**config.mk**
```make
export PLATFORM = sky130hd
export DESIGN_NAME = mem_arbiter
export DESIGN_NICKNAME = d
export VERILOG_FILES = /design/src/rtl/mem_arbiter.sv
export SDC_FILE = /design/constraint.sdc
export NUM_CORES = 1
export LEC_CHECK = 0
export CAP_MARGIN = 15
export CORE_AREA = 2 2 301 303
export CTS_BUF_LIST = sky130_fd_sc_hd__clkbuf_2
export DETAILED_ROUTE_END_ITERATION = 10
export DIE_AREA = 0 0 303 305
export PLACE_DENSITY = 0.41
export RECOVER_POWER = 25
export SETUP_SLACK_MARGIN = 0.1
export SLEW_MARGIN = 15
export SYNTH_ARGS = -nofsm -noshare
export SYNTH_HDL_FRONTEND = slang
export SYNTH_SLANG_ARGS = --single-unit
export TNS_END_PERCENT = 10
```
**constraint.sdc**
```tcl
create_clock -name clk -period 2.44 [get_ports clk]
set_clock_uncertainty 0.1 [all_clocks]
set_input_delay 0.366 -clock clk [delete_from_list [all_inputs] [get_ports clk]]
set_output_delay 0.366 -clock clk [all_outputs]
set_load 0.02 [all_outputs]
```
**src/rtl/mem_arbiter.sv**
```systemverilog
// rtl/mem_arbiter.sv - round-robin arbiter sharing one memory port between icache and dcache miss paths
module mem_arbiter #(
  parameter int ADDR_W = 32,
  parameter int LINE_W = 128,
  parameter int CNT_W  = 16
) (
  input  logic              clk,
  input  logic              reset,
  input  logic              i_req,
  input  logic [ADDR_W-1:0] i_addr,
  output logic              i_ready,
  output logic [LINE_W-1:0] i_rdata,
  input  logic              d_req,
  input  logic              d_we,
  input  logic [ADDR_W-1:0] d_addr,
  input  logic [LINE_W-1:0] d_wdata,
  output logic              d_ready,
  output logic [LINE_W-1:0] d_rdata,
  output logic              mem_req,
  output logic              mem_we,
  output logic [ADDR_W-1:0] mem_addr,
  output logic [LINE_W-1:0] mem_wdata,
  input  logic              mem_ack,
  input  logic [LINE_W-1:0] mem_rdata,
  output logic              busy,
  output logic [CNT_W-1:0]  i_grants,
  output logic [CNT_W-1:0]  d_grants
);

  typedef enum logic [1:0] {IDLE, BUSY, RESP} state_t;

  localparam logic PORT_I = 1'b0;
  localparam logic PORT_D = 1'b1;

  state_t            state_q, state_d;
  logic              owner_q, owner_d;
  logic              last_q, last_d;
  logic [ADDR_W-1:0] addr_q, addr_d;
  logic              we_q, we_d;
  logic [LINE_W-1:0] wdata_q, wdata_d;
  logic [LINE_W-1:0] buf_q, buf_d;
  logic [CNT_W-1:0]  icnt_q, icnt_d;
  logic [CNT_W-1:0]  dcnt_q, dcnt_d;
  logic              pick_d;

  // On a tie the port that did not win last time goes next.
  assign pick_d = d_req && (!i_req || (last_q == PORT_I));

  always_comb begin
    state_d = state_q;
    owner_d = owner_q;
    last_d  = last_q;
    addr_d  = addr_q;
    we_d    = we_q;
    wdata_d = wdata_q;
    buf_d   = buf_q;
    icnt_d  = icnt_q;
    dcnt_d  = dcnt_q;
    case (state_q)
      IDLE: begin
        if (pick_d) begin
          state_d = BUSY;
          owner_d = PORT_D;
          last_d  = PORT_D;
          addr_d  = d_addr;
          we_d    = d_we;
          wdata_d = d_wdata;
          if (dcnt_q != {CNT_W{1'b1}}) dcnt_d = dcnt_q + 1'b1;
        end else if (i_req) begin
          state_d = BUSY;
          owner_d = PORT_I;
          last_d  = PORT_I;
          addr_d  = i_addr;
          we_d    = 1'b0;
          if (icnt_q != {CNT_W{1'b1}}) icnt_d = icnt_q + 1'b1;
        end
      end
      BUSY: begin
        if (mem_ack) begin
          buf_d   = mem_rdata;
          state_d = RESP;
        end
      end
      RESP:    state_d = IDLE;
      default: state_d = IDLE;
    endcase
  end

  always_ff @(posedge clk or negedge reset) begin
    if (!reset) begin
      state_q <= IDLE;
      owner_q <= PORT_I;
      last_q  <= PORT_I;
      addr_q  <= '0;
      we_q    <= 1'b0;
      wdata_q <= '0;
      buf_q   <= '0;
      icnt_q  <= '0;
      dcnt_q  <= '0;
    end else begin
      state_q <= state_d;
      owner_q <= owner_d;
      last_q  <= last_d;
      addr_q  <= addr_d;
      we_q    <= we_d;
      wdata_q <= wdata_d;
      buf_q   <= buf_d;
      icnt_q  <= icnt_d;
      dcnt_q  <= dcnt_d;
    end
  end

  assign mem_req   = (state_q == BUSY);
  assign mem_we    = (state_q == BUSY) && we_q;
  assign mem_addr  = addr_q;
  assign mem_wdata = wdata_q;
  assign busy      = (state_q != IDLE);
  assign i_ready   = (state_q == RESP) && (owner_q == PORT_I);
  assign d_ready   = (state_q == RESP) && (owner_q == PORT_D);
  assign i_rdata   = buf_q;
  assign d_rdata   = buf_q;
  assign i_grants  = icnt_q;
  assign d_grants  = dcnt_q;

endmodule

```
# Word-level counts from Yosys, hierarchy flattened
# Index checks and enable logic that the tools add are counted.
[totals]
elab_cells = 42
ff_bits = 324
out_inout_bits = 453
[op_classes]
n_addsub = 2
muxes = 9
n_eq_ne = 6
reduce_logical = 15
bitwise = 2
[ops]
columns = ["op", "n"]
rows = [
  ["$mux 32", 2],
  ["$add 16x1->16 const B", 2],
  ["$ne 16x16->1 const B", 2],
  ["$reduce_and 2->1", 4],
  ["$mux 2", 3],
  ["$logic_and 1x1->1", 4],
  ["$pmux 2 s2", 1],
  ["$reduce_and 4->1", 1],
  ["$reduce_bool 2->1", 2],
  ["$mux 1", 3],
  ["$ne 3x3->1 const B", 1],
  ["$reduce_and 3->1", 1],
  ["$eq 2x1->1 const B", 1],
  ["$eq 2x2->1 const B", 1],
  ["$logic_not 2->1", 1],
  ["$ne 2x1->1 const B", 1],
  ["$not 1->1", 2],
  ["$logic_not 1->1", 1],
  ["$logic_or 1x1->1", 1],
]

# Longest topological paths before layout
[depth]
depth_word = 5
depth_mapped = 8

# Worst setup path after synthesis
# OpenSTA, ideal clock, no wires.
[synth_path]
path_type = "reg2reg"
from = "register icnt_q[0], in the netlist i_grants[0]"
to = "register icnt_q[7], in the netlist i_grants[7]"
synth_period_minus_slack_ps = 1909
path_buffers = 1
t_arrival_ps = 1671
path_stages_with_launch = 7
setup_slack_ps = 531
required_time_ps = 2202
path_cell_list = "dfrtp_1 -> ha_1 -> nand4_1 -> nor4_1 -> buf_2 -> nor4_1 -> xor2_1"
[synth_between]
elab_chain_len = 2
elab_cells_between_ends = 3
[synth_lines]
columns = ["element", "line_no", "text"]
rows = [
  ["from (decl)", "42", "logic [CNT_W-1:0] icnt_q, icnt_d;"],
  ["from (signal assigned)", "108", "icnt_q <= icnt_d;"],
  ["parallel branches: the longest is 2 deep, another holds $add 16x1->16", "-", ""],
]
# Parallel ways; which one is timed is not known.
# A chain may end at the register's enable or synchronous reset.

==> results <==
==> state kept, by name, summed over array words and instances, names as in the netlist <==
name	count
i_grants	16
d_rdata	128
last_q	1
mem_wdata	128
state_q	2
mem_addr	32
d_grants	16
we_q	1
==> synthesized netlist by cell type (3+ instances only) <==
cell type  count
nand2_1      425
dfrtp_1      324
buf_4        148
mux2_2       131
o21ai_0       34
mux2i_1       32
xor2_1        26
clkbuf_1      19
buf_2         16
nor3_1        14
nand3_1       10
nand4_1        8
nor4_1         6
nor2_1         5
inv_1          4
and4_1         3
nor3b_1        3
==> per-layer routing <==
metal  global-route usage  share of wire  vias up
met5                    0        0.00039        -
met3               0.0468          0.084      122
met2                0.230           0.53      495
met4               0.0430          0.029        4
met1                0.125           0.35     6264
li1                     -              -     6245
==> area by class of cell <==
type                       instances  area share
antenna                            7    0.000656
clock buffer                     133      0.0249
clock inverter                    31     0.00577
inverter                           4    0.000563
multi-input combinational        728       0.165
sequential                       324       0.305
tap                             1176      0.0551
timing repair buffer            1225       0.443
==> through the flow <==
stage                     worst slack (ns)  std cells  instance area (um2)  utilization
final                             -0.00869       3628                26700        0.299
after global routing                -0.272       3628                26700        0.299
after CTS                           -0.213       3616                26600        0.297
after detailed placement             0.110       3060                22300        0.250
after global placement               0.108       3060                22300        0.250
after floorplan                      0.531       1240                13800            -
==> kinds of logic after synthesis <==
group,after synthesis,synth area share
and+or+nand+nor,497,0.152
DFF,324,0.589
buffers and inverters,188,0.0937
muxes,163,0.131
AOI/OAI and AO/OA,38,0.0144
xor gates and xnor gates,28,0.0178
adders and majority gates,2,0.00182
==> placed cells by master (no fill, tap or decap), types with 5 or more instances in the layout <==
cell type / instances
xor2_1: 26
buf_2: 90
buf_6: 221
dlygate4sd2_1: 121
nand4_1: 8
dlygate4sd3_1: 365
nand3_1: 10
clkdlybuf4s50_1: 324
buf_4: 70
buf_12: 10
clkdlybuf4s15_2: 7
nor4_1: 5
nand2_1: 425
clkbuf_2: 143
nor2_1: 5
dfrtp_1: 299
dfrtp_2: 25
mux2i_1: 32
mux2_2: 131
clkbuf_4: 5
nor3_1: 14
o21ai_0: 33
clkinv_2: 7
clkinv_1: 18
diode_2: 7
==> where the power goes <==
group / total, mW / leakage, nW / internal (mW) / switching [mW]
combinational: 16.8 / 8.02 / 7.76 / 8.99
clock: 4.06 / 0.630 / 1.50 / 2.56
sequential: 10.1 / 3.93 / 7.87 / 2.21
total: 30.9 / 12.6 / 17.1 / 13.8
==> critical path, cell delays in order <==
cell,delay (ns)
dlygate4sd3_1,0.53
dlygate4sd3_1,0.55
clkbuf_1,1.42
buf_16,0.35
buf_12,0.26
==> how the worst max path moves through the flow <==
stage,start,end,slack [ns],depth (start not counted)
2_1_floorplan,i_grants[0],i_grants[7],0.53,6
3_3_place_gp,i_req,mem_wdata[92],0.11,7
3_5_place_dp,i_req,mem_wdata[96],0.11,7
4_1_cts,state_q[1],mem_we,-0.21,3
5_1_grt,state_q[1],mem_we,-0.27,3
6_report,reset,mem_wdata[21],-0.009,5
==> timing repair <==
item	4_1_cts	5_1_grt
hold buffers	366	0
pin swaps	3	0
setup endpoints to repair	453	467
gates resized for setup	1016	946
setup buffers	26	5
endpoints found under the hold margin	624	0
==> summary.md <==
| Metric | Value |
|---|---|
| Outcome | `finished, violations left` |
| Violated checks | `DRC, capacitance limit, slew limit, setup timing` |
| Post-Route WL | `58.6 mm` |
| Final Hold Fails | `0` |
| Vias | `13100` |
| Crit path max fanout | `43` |
| Placeable core area | `89300 um2` |
| Top Ports | `779` |
| #FFs+latches synth | `324` |
| Worst R2R End | `mem_addr[3]` |
| Congestion Overflow GR | `0` |
| Worst hold slack | `0.269 ns` |
| Pin count of the biggest net entering global routing | `66` |
| Deepest clock path buffer count | `3` |
| Site row count | `110` |
| Async set-reset flop share out of synthesis | `1.00` |
| Peak supply drop | `0.000564 V` |
| HP Class | `in -> reg` |
| Final net count | `2708` |
| WP data required | `3.55 ns` |
| Number of H-tree levels | `3` |
| F_max | `408 MHz` |
| CP Launch Type | `input port` |
| Inserted Clock Buffers | `97` |
| Initial Utilization | `0.154` |
| Slew Viols, Final | `16` |
| Clock Latency Late Sink | `1.09 ns` |
| Detail Route Antenna Nets | `0` |
| Setup Crit Path Kind | `in -> async` |
| Top-area cell type share of the netlist area | `0.589` |
| Seq. cell area | `8140 um2` |
| Synth Instances | `1240` |
| Hold depth | `5` |
| Antenna violations before repair | `7` |
| DRC viols | `49` |
| Final worst-path cycle share | `1.00` |
| DR iter-0 viols | `533` |
| Top post-synthesis cells by area | `dfrtp_1, nand2_1, mux2_2` |
| Worst Reg-to-Reg Cells | `6` |
| Post-layout minimum cycle time | `2.45 ns` |
| Clk slew on worst S/H paths | `0.08 ns` |
| Endpoints failing setup | `4` |
| Multi-input logic area | `4410 um2` |
| GP Congestion | `0.771` |
| Average size of a mapped cell | `11.1 um2` |
| Worst setup EP type | `asynchronous set/reset pin` |
| Post-synthesis cell type count | `43` |
| Die area | `92400 um2` |
| Mapped Nets | `1568` |
| Crit path DAT | `3.56 ns` |
| Final HPWL DP | `42.9 mm` |
| WL per Instance | `16.2 um` |
| Netlist Area Pre-Place | `13800 um2` |
| Die Height | `305 um` |
| Relative slew margins | `-0.339` |
| Area Growth Syn to Fin | `94.0%` |
| Vias in the first global route | `14300` |
| Leakage power | `12.6 nW` |
| R2r startpoint | `last_q` |
| Worst Hold End | `d_grants[9]` |
| Area leader, netlist | `dfrtp_1` |
| CTS tree | `built` |
| Least-Margin Pin Slew | `2.01 ns` |
| Fill cells | `9382` |
| Hold Crit Start | `i_req` |
| Vias/cell | `3.62` |
| Top_reg_cell synth | `dfrtp_1` |
| DIE WIDTH | `303 um` |
| Root Driver | `clkbuf_2` |
| Setup TNS | `-0.0144 ns` |
| Setup repair after global routing missed its margin | `yes` |
| Register area share after synthesis | `0.589` |
| IO buf count | `778` |
| Worst setup margin | `-0.00869 ns` |
| Power Dens Cells | `1160 nW/um2` |
| YS warnings | `0` |
| Total Power | `30.9 mW` |
| R2r setup slk | `0.13 ns` |
| EDFF count, synth | `0` |
| First-pass GRT wire length | `87.1 mm` |
| Max-cap viol count | `1` |
| Clk sinks | `324` |
| 1st-pass router iterations | `9` |
| Total Routing Usage GR | `0.124` |
| Share of layout cells above drive strength 1 | `0.301` |
Note: power is estimated with default switching activity, not from simulation.
